[src/rtl/uvmt_cv32e40s_rchk_fault_pkg.sv]
// Shared types and constants for the rchk fault-injection controller.
// Holds the mode/state encodings and the LFSR step helper.
package uvmt_cv32e40s_rchk_fault_pkg;

  typedef enum logic [1:0] {
    MODE_OFF      = 2'd0,
    MODE_ONESHOT  = 2'd1,
    MODE_PERIODIC = 2'd2,
    MODE_RANDOM   = 2'd3
  } rchk_fault_mode_e;

  typedef enum logic [1:0] {
    ST_IDLE  = 2'd0,
    ST_COUNT = 2'd1,
    ST_DONE  = 2'd2
  } rchk_fault_state_e;

  // x^16 + x^14 + x^13 + x^11 + 1 as bit positions 15, 13, 12, 10 of a left-shifting register
  localparam logic [15:0] LFSR_TAPS = 16'hB400;

  function automatic logic [15:0] lfsr_next(input logic [15:0] s);
    return {s[14:0], ^(s & LFSR_TAPS)};
  endfunction

endpackage

[src/rtl/uvmt_cv32e40s_rchk_fault_ctrl_if.sv]
// OBI handshake and rchk path between the integrity shim and the core.
// master = shim/core side, slave = fault controller.
interface uvmt_cv32e40s_rchk_fault_ctrl_if;

  logic       req;
  logic       gnt;
  logic       integrity;
  logic       rvalid;
  logic [4:0] rchk;
  logic [4:0] rchk_fault;

  modport master (
    output req,
    output gnt,
    output integrity,
    output rvalid,
    output rchk,
    input  rchk_fault
  );

  modport slave (
    input  req,
    input  gnt,
    input  integrity,
    input  rvalid,
    input  rchk,
    output rchk_fault
  );

endinterface

[src/rtl/uvmt_cv32e40s_rchk_fault_fifo.sv]
// 1-bit-wide synchronous FIFO holding the integrity attribute of outstanding transactions.
// A push while full is accepted only when a pop frees the head slot in the same cycle.
module uvmt_cv32e40s_rchk_fault_fifo #(
  parameter int DEPTH = 2
) (
  input  logic clk,
  input  logic rst,
  input  logic push,
  input  logic push_data,
  input  logic pop,
  output logic head,
  output logic full,
  output logic empty
);

  localparam int PTR_W = (DEPTH > 1) ? $clog2(DEPTH) : 1;
  localparam int CNT_W = $clog2(DEPTH + 1);

  logic [DEPTH-1:0] mem;
  logic [PTR_W-1:0] wr_ptr;
  logic [PTR_W-1:0] rd_ptr;
  logic [CNT_W-1:0] count;
  logic             do_push;
  logic             do_pop;

  function automatic logic [PTR_W-1:0] ptr_inc(input logic [PTR_W-1:0] p);
    return (p == PTR_W'(DEPTH - 1)) ? '0 : p + 1'b1;
  endfunction

  assign full    = (count == CNT_W'(DEPTH));
  assign empty   = (count == '0);
  assign head    = mem[rd_ptr];
  assign do_pop  = pop && !empty;
  assign do_push = push && (!full || do_pop);

  always_ff @(posedge clk) begin
    if (rst) begin
      mem    <= '0;
      wr_ptr <= '0;
      rd_ptr <= '0;
      count  <= '0;
    end else begin
      if (do_push) begin
        mem[wr_ptr] <= push_data;
        wr_ptr      <= ptr_inc(wr_ptr);
      end
      if (do_pop) begin
        rd_ptr <= ptr_inc(rd_ptr);
      end
      case ({do_push, do_pop})
        2'b10:   count <= count + 1'b1;
        2'b01:   count <= count - 1'b1;
        default: count <= count;
      endcase
    end
  end

endmodule

[src/rtl/uvmt_cv32e40s_rchk_fault_ctrl.sv]
// Schedules rchk corruption on integrity-region OBI responses heading into the core.
// The response path is combinational; scheduling state is updated on the clock edge.
module uvmt_cv32e40s_rchk_fault_ctrl
  import uvmt_cv32e40s_rchk_fault_pkg::*;
#(
  parameter int          MAX_OUTSTANDING = 2,
  parameter logic [15:0] LFSR_SEED       = 16'hACE1
) (
  input  logic                                 clk,
  input  logic                                 rst,
  input  logic                                 cfg_arm_i,
  input  logic [1:0]                           cfg_mode_i,
  input  logic [15:0]                          cfg_interval_i,
  input  logic [4:0]                           cfg_mask_i,
  uvmt_cv32e40s_rchk_fault_ctrl_if.slave       bus,
  output logic                                 inj_now_o,
  output logic [15:0]                          inj_count_o,
  output logic                                 busy_o,
  output logic                                 overflow_err_o,
  output logic                                 underflow_err_o
);

  rchk_fault_state_e state_q;
  rchk_fault_mode_e  mode_q;
  logic [15:0]       interval_q;
  logic [4:0]        mask_q;
  logic [15:0]       cnt_q;
  logic [15:0]       lfsr_q;
  logic              busy_q;
  logic [15:0]       inj_count_q;
  logic              overflow_q;
  logic              underflow_q;

  logic push;
  logic fifo_head;
  logic fifo_full;
  logic fifo_empty;
  logic eligible;
  logic inj_now;

  assign push     = bus.req && bus.gnt;
  assign eligible = bus.rvalid && !fifo_empty && fifo_head;

  uvmt_cv32e40s_rchk_fault_fifo #(
    .DEPTH (MAX_OUTSTANDING)
  ) u_fifo (
    .clk       (clk),
    .rst       (rst),
    .push      (push),
    .push_data (bus.integrity),
    .pop       (bus.rvalid),
    .head      (fifo_head),
    .full      (fifo_full),
    .empty     (fifo_empty)
  );

  // An arm in the same cycle suppresses injection so the new sequence starts clean.
  always_comb begin
    inj_now = 1'b0;
    if (eligible && !cfg_arm_i && (state_q == ST_COUNT)) begin
      if (mode_q == MODE_RANDOM) begin
        inj_now = (lfsr_q[3:0] < interval_q[3:0]);
      end else begin
        inj_now = (cnt_q == '0);
      end
    end
  end

  always_ff @(posedge clk) begin
    if (rst) begin
      state_q     <= ST_IDLE;
      mode_q      <= MODE_OFF;
      interval_q  <= '0;
      mask_q      <= '0;
      cnt_q       <= '0;
      lfsr_q      <= LFSR_SEED;
      busy_q      <= 1'b0;
      inj_count_q <= '0;
      overflow_q  <= 1'b0;
      underflow_q <= 1'b0;
    end else begin
      if (push && fifo_full && !bus.rvalid) begin
        overflow_q <= 1'b1;
      end
      if (bus.rvalid && fifo_empty) begin
        underflow_q <= 1'b1;
      end
      if (inj_now && (inj_count_q != 16'hFFFF)) begin
        inj_count_q <= inj_count_q + 1'b1;
      end

      if (cfg_arm_i) begin
        mode_q     <= rchk_fault_mode_e'(cfg_mode_i);
        interval_q <= cfg_interval_i;
        mask_q     <= cfg_mask_i;
        cnt_q      <= cfg_interval_i;
        lfsr_q     <= LFSR_SEED;
        if (rchk_fault_mode_e'(cfg_mode_i) == MODE_OFF) begin
          state_q <= ST_IDLE;
          busy_q  <= 1'b0;
        end else begin
          state_q <= ST_COUNT;
          busy_q  <= 1'b1;
        end
      end else if ((state_q == ST_COUNT) && eligible) begin
        // The LFSR only steps on eligible responses so the random pattern repeats per arm.
        if (mode_q == MODE_RANDOM) begin
          lfsr_q <= lfsr_next(lfsr_q);
        end else if (cnt_q == '0) begin
          if (mode_q == MODE_ONESHOT) begin
            state_q <= ST_DONE;
            busy_q  <= 1'b0;
          end else begin
            cnt_q <= interval_q;
          end
        end else begin
          cnt_q <= cnt_q - 1'b1;
        end
      end
    end
  end

  assign bus.rchk_fault  = bus.rchk ^ (inj_now ? mask_q : 5'b0);
  assign inj_now_o       = inj_now;
  assign inj_count_o     = inj_count_q;
  assign busy_o          = busy_q;
  assign overflow_err_o  = overflow_q;
  assign underflow_err_o = underflow_q;

endmodule

[src/flat_wrapper.sv]
// flat-port wrapper written by rule: the top's interface ports become plain ports
module uvmt_cv32e40s_rchk_fault_ctrl_flat import uvmt_cv32e40s_rchk_fault_pkg::*;
#(
  parameter int          MAX_OUTSTANDING = 2,
  parameter logic [15:0] LFSR_SEED       = 16'hACE1
)
  (clk, rst, cfg_arm_i, cfg_mode_i, cfg_interval_i, cfg_mask_i, inj_now_o, inj_count_o, busy_o, overflow_err_o, underflow_err_o, bus_req, bus_gnt, bus_integrity, bus_rvalid, bus_rchk, bus_rchk_fault);
  uvmt_cv32e40s_rchk_fault_ctrl_if bus_i ();
  input  logic clk;
  input  logic rst;
  input  logic cfg_arm_i;
  input  logic [1:0] cfg_mode_i;
  input  logic [15:0] cfg_interval_i;
  input  logic [4:0] cfg_mask_i;
  output logic inj_now_o;
  output logic [15:0] inj_count_o;
  output logic busy_o;
  output logic overflow_err_o;
  output logic underflow_err_o;
  input wire logic [$bits(bus_i.req)-1:0] bus_req;
  input wire logic [$bits(bus_i.gnt)-1:0] bus_gnt;
  input wire logic [$bits(bus_i.integrity)-1:0] bus_integrity;
  input wire logic [$bits(bus_i.rvalid)-1:0] bus_rvalid;
  input wire logic [$bits(bus_i.rchk)-1:0] bus_rchk;
  output wire logic [$bits(bus_i.rchk_fault)-1:0] bus_rchk_fault;
  assign bus_i.req = bus_req;
  assign bus_i.gnt = bus_gnt;
  assign bus_i.integrity = bus_integrity;
  assign bus_i.rvalid = bus_rvalid;
  assign bus_i.rchk = bus_rchk;
  assign bus_rchk_fault = bus_i.rchk_fault;
  uvmt_cv32e40s_rchk_fault_ctrl #(.MAX_OUTSTANDING(MAX_OUTSTANDING), .LFSR_SEED(LFSR_SEED)) u_core (.clk(clk), .rst(rst), .cfg_arm_i(cfg_arm_i), .cfg_mode_i(cfg_mode_i), .cfg_interval_i(cfg_interval_i), .cfg_mask_i(cfg_mask_i), .bus(bus_i), .inj_now_o(inj_now_o), .inj_count_o(inj_count_o), .busy_o(busy_o), .overflow_err_o(overflow_err_o), .underflow_err_o(underflow_err_o));
endmodule
[config.mk]
export PLATFORM = sky130hd
export DESIGN_NAME = uvmt_cv32e40s_rchk_fault_ctrl_flat
export DESIGN_NICKNAME = d
export VERILOG_FILES = /design/src/rtl/uvmt_cv32e40s_rchk_fault_pkg.sv /design/src/rtl/uvmt_cv32e40s_rchk_fault_ctrl_if.sv /design/src/rtl/uvmt_cv32e40s_rchk_fault_fifo.sv /design/src/rtl/uvmt_cv32e40s_rchk_fault_ctrl.sv /design/src/flat_wrapper.sv
export SDC_FILE = /design/constraint.sdc
export NUM_CORES = 1
export LEC_CHECK = 0
export CORE_ASPECT_RATIO = 2
export CORE_UTILIZATION = 60
export DETAILED_ROUTE_END_ITERATION = 12
export DONT_BUFFER_PORTS = 1
export GPL_ROUTABILITY_DRIVEN = 1
export PLACE_DENSITY = 0.76
export SLEW_MARGIN = 5
export SYNTH_ARGS = -nofsm -noshare
export SYNTH_HDL_FRONTEND = slang
export SYNTH_SLANG_ARGS = --single-unit
[constraint.sdc]
create_clock -name clk -period 2.5 [get_ports clk]
set_clock_uncertainty 0.05 [all_clocks]
set_input_delay 0.5 -clock clk [delete_from_list [all_inputs] [get_ports clk]]
set_output_delay 0.5 -clock clk [all_outputs]
set_load 0.02 [all_outputs]
; Yosys cells after proc, flatten, opt, wreduce, memory -nomap -nowiden
; Cells that the tools add are included.
[word_totals]
n_memories = 0
mem_bits_rw = 0
regBits = 82
rom_bits = 0
inputBits = 35
latchBits = 0
[classes]
n_addsub = 6
n_bitwise = 1
muxes = 28
shift = 0
magnitude_cmp = 4
eq_ne = 9
multipliers = 0
n_reduce_logical = 29
n_div = 0
[op_table]
columns = op, n
row1 = $mux 16, 5
row2 = $add 16x1->16 const B, 1
row3 = $logic_not 16->1, 1
row4 = $ne 16x16->1 const B, 1
row5 = $reduce_xor 16->1, 1
row6 = $sub 16x1->16 const B, 1
row7 = $mux 1, 14
row8 = $logic_and 1x1->1, 12
row9 = $mux 2, 5
row10 = $reduce_bool 2->1, 4
row11 = $eq 2x1->1 const B, 3
row12 = $eq 2x2->1 const B, 3
row13 = $mux 5, 1
row14 = $xor 5x5->5, 1
row15 = $logic_not 1->1, 4
row16 = $logic_not 2->1, 2
row17 = $lt 1x2->1 const B, 2
row18 = $lt 4x4->1, 1
row19 = $pmux 2 s2, 1
row20 = $reduce_and 4->1, 1
row21 = $ne 3x3->1 const B, 1
row22 = $reduce_and 3->1, 1
row23 = $add 1x1->1 const B, 2
row24 = $add 2x1->2 const B, 1
row25 = 8 further kinds, 8

; Longest topological paths before layout
[depth]
word_depth = 9
mapped_depth = 10

; Cells and area by module
; Synthesis repeated with hierarchy kept, for this count alone.
[unflattened]
cells_unflattened = 487
hier_area_um2 = 4032.6
[modules_own_cells]
columns = mod, n_inst, cells_each, area_each_um2
row1 = uvmt_cv32e40s_rchk_fault_ctrl, 1, 457, 3729.8
row2 = uvmt_cv32e40s_rchk_fault_fifo, 1, 30, 302.8

; Worst setup path after synthesis
; No wires, ideal clock.
[synth_timing]
path_type = reg2out
from = register u_core.cnt_q[0]
to = output bus_rchk_fault[0]
path_slack_ps = -222
n_path_buf = 0
required_time_ps = 1950
stages_incl_launch_ff = 10
arrival_ps = 2172
cell_sequence = dfxtp_1 > inv_1 > ha_1 > nor4b_2 > nand4_2 > a211oi_2 > o21ai_2 > inv_1 > nand2_1 > xnor2_1
[synth_via]
elab_chain_cells = 5
[synth_lines]
columns = element, line_no
row1 = from (decl), uvmt_cv32e40s_rchk_fault_ctrl.sv:27  ; logic [15:0] cnt_q;
row2 = from (signal assigned), uvmt_cv32e40s_rchk_fault_ctrl.sv:96  ; cnt_q <= cfg_interval_i;
row3 = from (signal assigned), uvmt_cv32e40s_rchk_fault_ctrl.sv:114  ; cnt_q <= interval_q;
row4 = from (signal assigned), uvmt_cv32e40s_rchk_fault_ctrl.sv:117  ; cnt_q <= cnt_q - 1'b1;
row5 = $logic_not 16->1, uvmt_cv32e40s_rchk_fault_ctrl.sv:64  ; inj_now = (cnt_q == '0);
row6 = $mux 1, uvmt_cv32e40s_rchk_fault_ctrl.sv:61  ; if (mode_q == MODE_RANDOM) begin
row7 = $mux 1, uvmt_cv32e40s_rchk_fault_ctrl.sv:60  ; if (eligible && !cfg_arm_i && (state_q == ST_COUNT)) begin
row8 = via inj_now_o, flat_wrapper.sv:15  ; output logic inj_now_o;
row9 = $mux 5, uvmt_cv32e40s_rchk_fault_ctrl.sv:123  ; assign bus.rchk_fault = bus.rchk ^ (inj_now ? mask_q : 5'b0);
row10 = $xor 5x5->5, uvmt_cv32e40s_rchk_fault_ctrl.sv:123
row11 = to (decl), flat_wrapper.sv:25  ; output wire logic [$bits(bus_i.rchk_fault)-1:0] bus_rchk_fault;
; The timed path passes the listed nets, and every way through them passes these cells.

; Worst setup path in the final report
[layout_timing]
from = register u_core.interval_q[1]
to = output bus_rchk_fault[4]
[layout_via]
elab_chain_cells = 5
[layout_lines]
columns = element, line_no
row1 = from (decl), uvmt_cv32e40s_rchk_fault_ctrl.sv:25  ; logic [15:0] interval_q;
row2 = from (signal assigned), uvmt_cv32e40s_rchk_fault_ctrl.sv:94  ; interval_q <= cfg_interval_i;
row3 = $lt 4x4->1, uvmt_cv32e40s_rchk_fault_ctrl.sv:62  ; inj_now = (lfsr_q[3:0] < interval_q[3:0]);
row4 = $mux 1, uvmt_cv32e40s_rchk_fault_ctrl.sv:61
row5 = $mux 1, uvmt_cv32e40s_rchk_fault_ctrl.sv:60
row6 = $mux 5, uvmt_cv32e40s_rchk_fault_ctrl.sv:123
row7 = $xor 5x5->5, uvmt_cv32e40s_rchk_fault_ctrl.sv:123
; Every way passes these cells.

==> results <==
- Synthesis produced a netlist whose cell count is 490.
- The checks that failed: negative setup slack.
- The share of the Yosys chip area taken by registers is 41.0%.
- Setup repair after global routing could not meet its margin everywhere.
- Setup slack on the critical path of the routed design comes to -0.193 ns.
- On the critical path, the stage with the largest delay is an instance of sky130_fd_sc_hd__dfxtp_1.
- Of the post-synthesis cell area, the dominant cell type holds 41.0%.
- The total wirelength of the detailed-routed design is 10.5 mm.
- In this run, distinct cell masters in the synthesized netlist total 54.
- The flow ran to the end, but the final reports show violations.
- The post-layout net count is 567.
- For this design the ratio of total power to cell area is 675 mW/mm².
- The placeable core region is 0.00636 mm².
- The clock drives 81 sinks.
- The initial antenna violation count is 0.
- The pin count of the biggest net entering global routing is 69.
- The antenna diode count is 0.
- The die is 117 µm tall.
- Global routing used 31.3% of the available tracks across all layers.
- The min-delay analysis places its worst path in the category input port to register.
- The routed layout has 3,748 vias.
- For this run the aggregate overflow at the end of global routing stands at 0.
- The critical path data required time is 1.95 ns.
- The total count of hold-check failures in the final report was 0.
- The number of iterations in the first detailed-routing pass is 5.
- In the post-synthesis netlist, the biggest area contributors are sky130_fd_sc_hd__dfxtp_1, sky130_fd_sc_hd__nand2_1, sky130_fd_sc_hd__a21oi_1, sky130_fd_sc_hd__nor2_1, sky130_fd_sc_hd__mux2i_1.
- After detailed routing, the number of remaining DRC violations is 0.
- The design area is 0.00493 mm².
- For this run, asynchronously set or reset flops after synthesis account for 0%.
- Total power for the finished layout comes to 3330 µW.
- The post-detailed-placement cell area is 0.00427 mm².
- Counting along the longest clock path gives a buffer depth of 2.
- The critical path arrival is 2.14 ns.
- The library cell used most frequently in the layout, excluding fill and tap cells, is sky130_fd_sc_hd__dfxtp_1.
- The number of global-route vias before repair came to 3,570.
- The number of standard cells in the final layout excluding fillers is 616.
- In the final layout, the share of cells above drive strength 1 is 20.2%.
- The endpoint class of the critical path is an output pin.
- The die extent in x is 59.4 µm.
- The signal on the critical path passes through inv_1, ha_1, a21o_1, a211oi_2, buf_4, o21ai_2, clkinv_4, nand2_4, xnor2_4.
- Dividing the synthesized area by the synthesized cell count gives 8.08 µm².
- The clock root buffer master is sky130_fd_sc_hd__clkbuf_16.
- The floorplan has 41 rows.
- On the worst path, the slowest cell contributes a delay of 0.37 ns.
- The number of max-slew violations in the final report was 0.
- After detailed routing, the average wire length per cell comes to 17.1 µm.
- The placer congestion estimate is 0.918.
- The max-cap violation count is 0.
- The number of hold buffers added after CTS was 0.
- The post-synthesis net count is 532.
- For the pin with the worst max-slew slack, the measured transition is 0.969 ns.
- Setup violations remaining at the end of the flow were counted as 6.
- Summing every instance area after synthesis gives 0.00396 mm².
- The dominant synthesized flop cell is sky130_fd_sc_hd__dfxtp_1.
- The number of warnings reported in the yosys synthesis log is 0.
- Headroom to the max-slew limit came out at 35.2%.
- The remaining antenna violation count after routing is 0.
- Detailed placement finished with a half-perimeter wire length of 6.79 mm.
- In this run the number of H-tree levels came out at 3.
- The initial core utilization is 62.2%.
- After layout, the worst path uses 108% of the clock period.
- Clock-pin slew was measured on the worst setup and hold paths at 0.06 ns.
- The analysis attributes to cell leakage a power of 0.00193 µW.
- The clock network latency to the later pin of the worst-skew pair is 0.34 ns.
- The count of placed standard cells including taps is 585.
- The worst IR drop on VDD is 0.557 mV.
- The die covers 0.00695 mm².
- The CTS tree is yes.
- The first global-routing pass estimated 16.3 mm of wire.
- The count of buffers added on input and output ports is 0.
- The family with the most delay on the worst path is compound AO/OA/AOI/OAI gates.
- The number of design-rule violations left by the first detailed-router iteration is 436.
- Derived from the worst setup path, the maximum achievable clock frequency is 371 MHz.
- The post-synthesis cell type with the largest combined area is sky130_fd_sc_hd__dfxtp_1.
- The critical path buffer and inverter count is 3.
- The library cells used most frequently in the layout, excluding fill and tap cells, are sky130_fd_sc_hd__dfxtp_1, sky130_fd_sc_hd__nand2_1, sky130_fd_sc_hd__buf_4.
- The boundary pin count is 60.
- Across all hold checks on the routed design, the worst slack comes to 0.172 ns.
- After detailed routing, the number of vias per cell comes to 6.08.
- In this run, synthesis inferred 0 flip-flops with an integrated enable.
- The number of clock buffers inserted by TritonCTS is 9.
- Before CTS, the worst setup slack after placement is 0.0134 ns.
- The start-to-end type of the worst setup path is register to output pin.
- The post-synthesis register bit count is 81.
- Of all nets on the critical path, the largest fanout is 7.
- The kind of start point of the critical path is a register.
- The area growth from synthesis to layout is 24.6%.
- The final critical path time including I/O delays and setup is 2.69 ns.
==> final cells by class <==
class,instances,area [µm²]
clock buffers,11,233
repair buffers,52,403
inverters,18,72.6
fillers,475,1430
flip-flops and latches,81,1620
well taps,86,108
clock inverters,5,104
multi-input cells,363,2390
==> through the flow <==
stage	utilization, %	TNS, ns
3_3_place_gp	67.2	0
6_report	77.5	-1.10
2_1_floorplan	-	0
4_1_cts	76.6	-1.31
3_5_place_dp	67.2	0
5_1_grt	77.5	-1.51
==> synth_stat cells, types with 5 or more instances <==
cell / n
sky130_fd_sc_hd__a211oi_1: 6
sky130_fd_sc_hd__a21oi_1: 50
sky130_fd_sc_hd__a31oi_1: 5
sky130_fd_sc_hd__clkbuf_1: 21
sky130_fd_sc_hd__dfxtp_1: 81
sky130_fd_sc_hd__ha_1: 7
sky130_fd_sc_hd__inv_1: 18
sky130_fd_sc_hd__mux2i_1: 14
sky130_fd_sc_hd__nand2_1: 79
sky130_fd_sc_hd__nand3_1: 16
sky130_fd_sc_hd__nand4_1: 6
sky130_fd_sc_hd__nor2_1: 41
sky130_fd_sc_hd__nor3_1: 10
sky130_fd_sc_hd__o21ai_0: 19
sky130_fd_sc_hd__o21ai_1: 8
sky130_fd_sc_hd__o31ai_1: 6
sky130_fd_sc_hd__or3_1: 13
sky130_fd_sc_hd__or4_1: 8
sky130_fd_sc_hd__xnor2_1: 14
==> power by group <==
part / internal (µW) / switching [µW]
sequential: 1360 / 67.2
clock: 976 / 509
combinational: 210 / 210
==> sequential cells by signal, summed over array words and instances, names as in the netlist <==
name,count
u_core.state_q,1
u_core.u_fifo.wr_ptr,1
u_core.mask_q,5
u_core.u_fifo.rd_ptr,1
u_core.u_fifo.count,2
u_core.cnt_q,16
u_core.mode_q,2
u_core.lfsr_q,16
u_core.overflow_err_o,1
u_core.busy_o,1
u_core.interval_q,16
u_core.u_fifo.mem,2
u_core.underflow_err_o,1
u_core.inj_count_o,16
==> metal layers <==
| layer | part of all wire (%) | up-vias | global-route usage, % |
|---|---|---|---|
| li1 | - | 1813 | - |
| met1 | 38 | 1781 | 32.9 |
| met2 | 54 | 118 | 55.1 |
| met3 | 4.8 | 36 | 6.48 |
| met4 | 3.5 | 0 | 19.7 |
| met5 | 0 | - | 0 |
==> logic make-up (layout without fill, tap and decap cells) <==
logic type	Yosys count	after routing	share of synthesized area [%]
compound gates	123	123	19.0
xor+xnor	16	16	3.54
fa+ha+maj	7	7	2.21
buf+inv	46	86	5.03
flops	81	81	41.0
mux	17	17	4.39
simple gates	200	200	24.9
==> repair_timing <==
| action | CTS | global route |
|---|---|---|
| gates resized for setup | 29 | 12 |
| setup endpoints to repair | 6 | 23 |
| setup buffers | 15 | 2 |
| pin swaps | 14 | 12 |
==> worst paths after layout <==
path | slack [ns] | cells past startpoint | from | to
max reg2reg | 0.08 | 10 | u_core.cnt_q[0] | u_core.inj_count_o[8]
min | 0.17 | 1 | rst | u_core.interval_q[10]
min reg2reg | 0.40 | 2 | u_core.lfsr_q[11] | u_core.lfsr_q[12]
max | -0.19 | 9 | u_core.interval_q[1] | bus_rchk_fault[4]
Note: power is estimated with default switching activity, not from simulation.
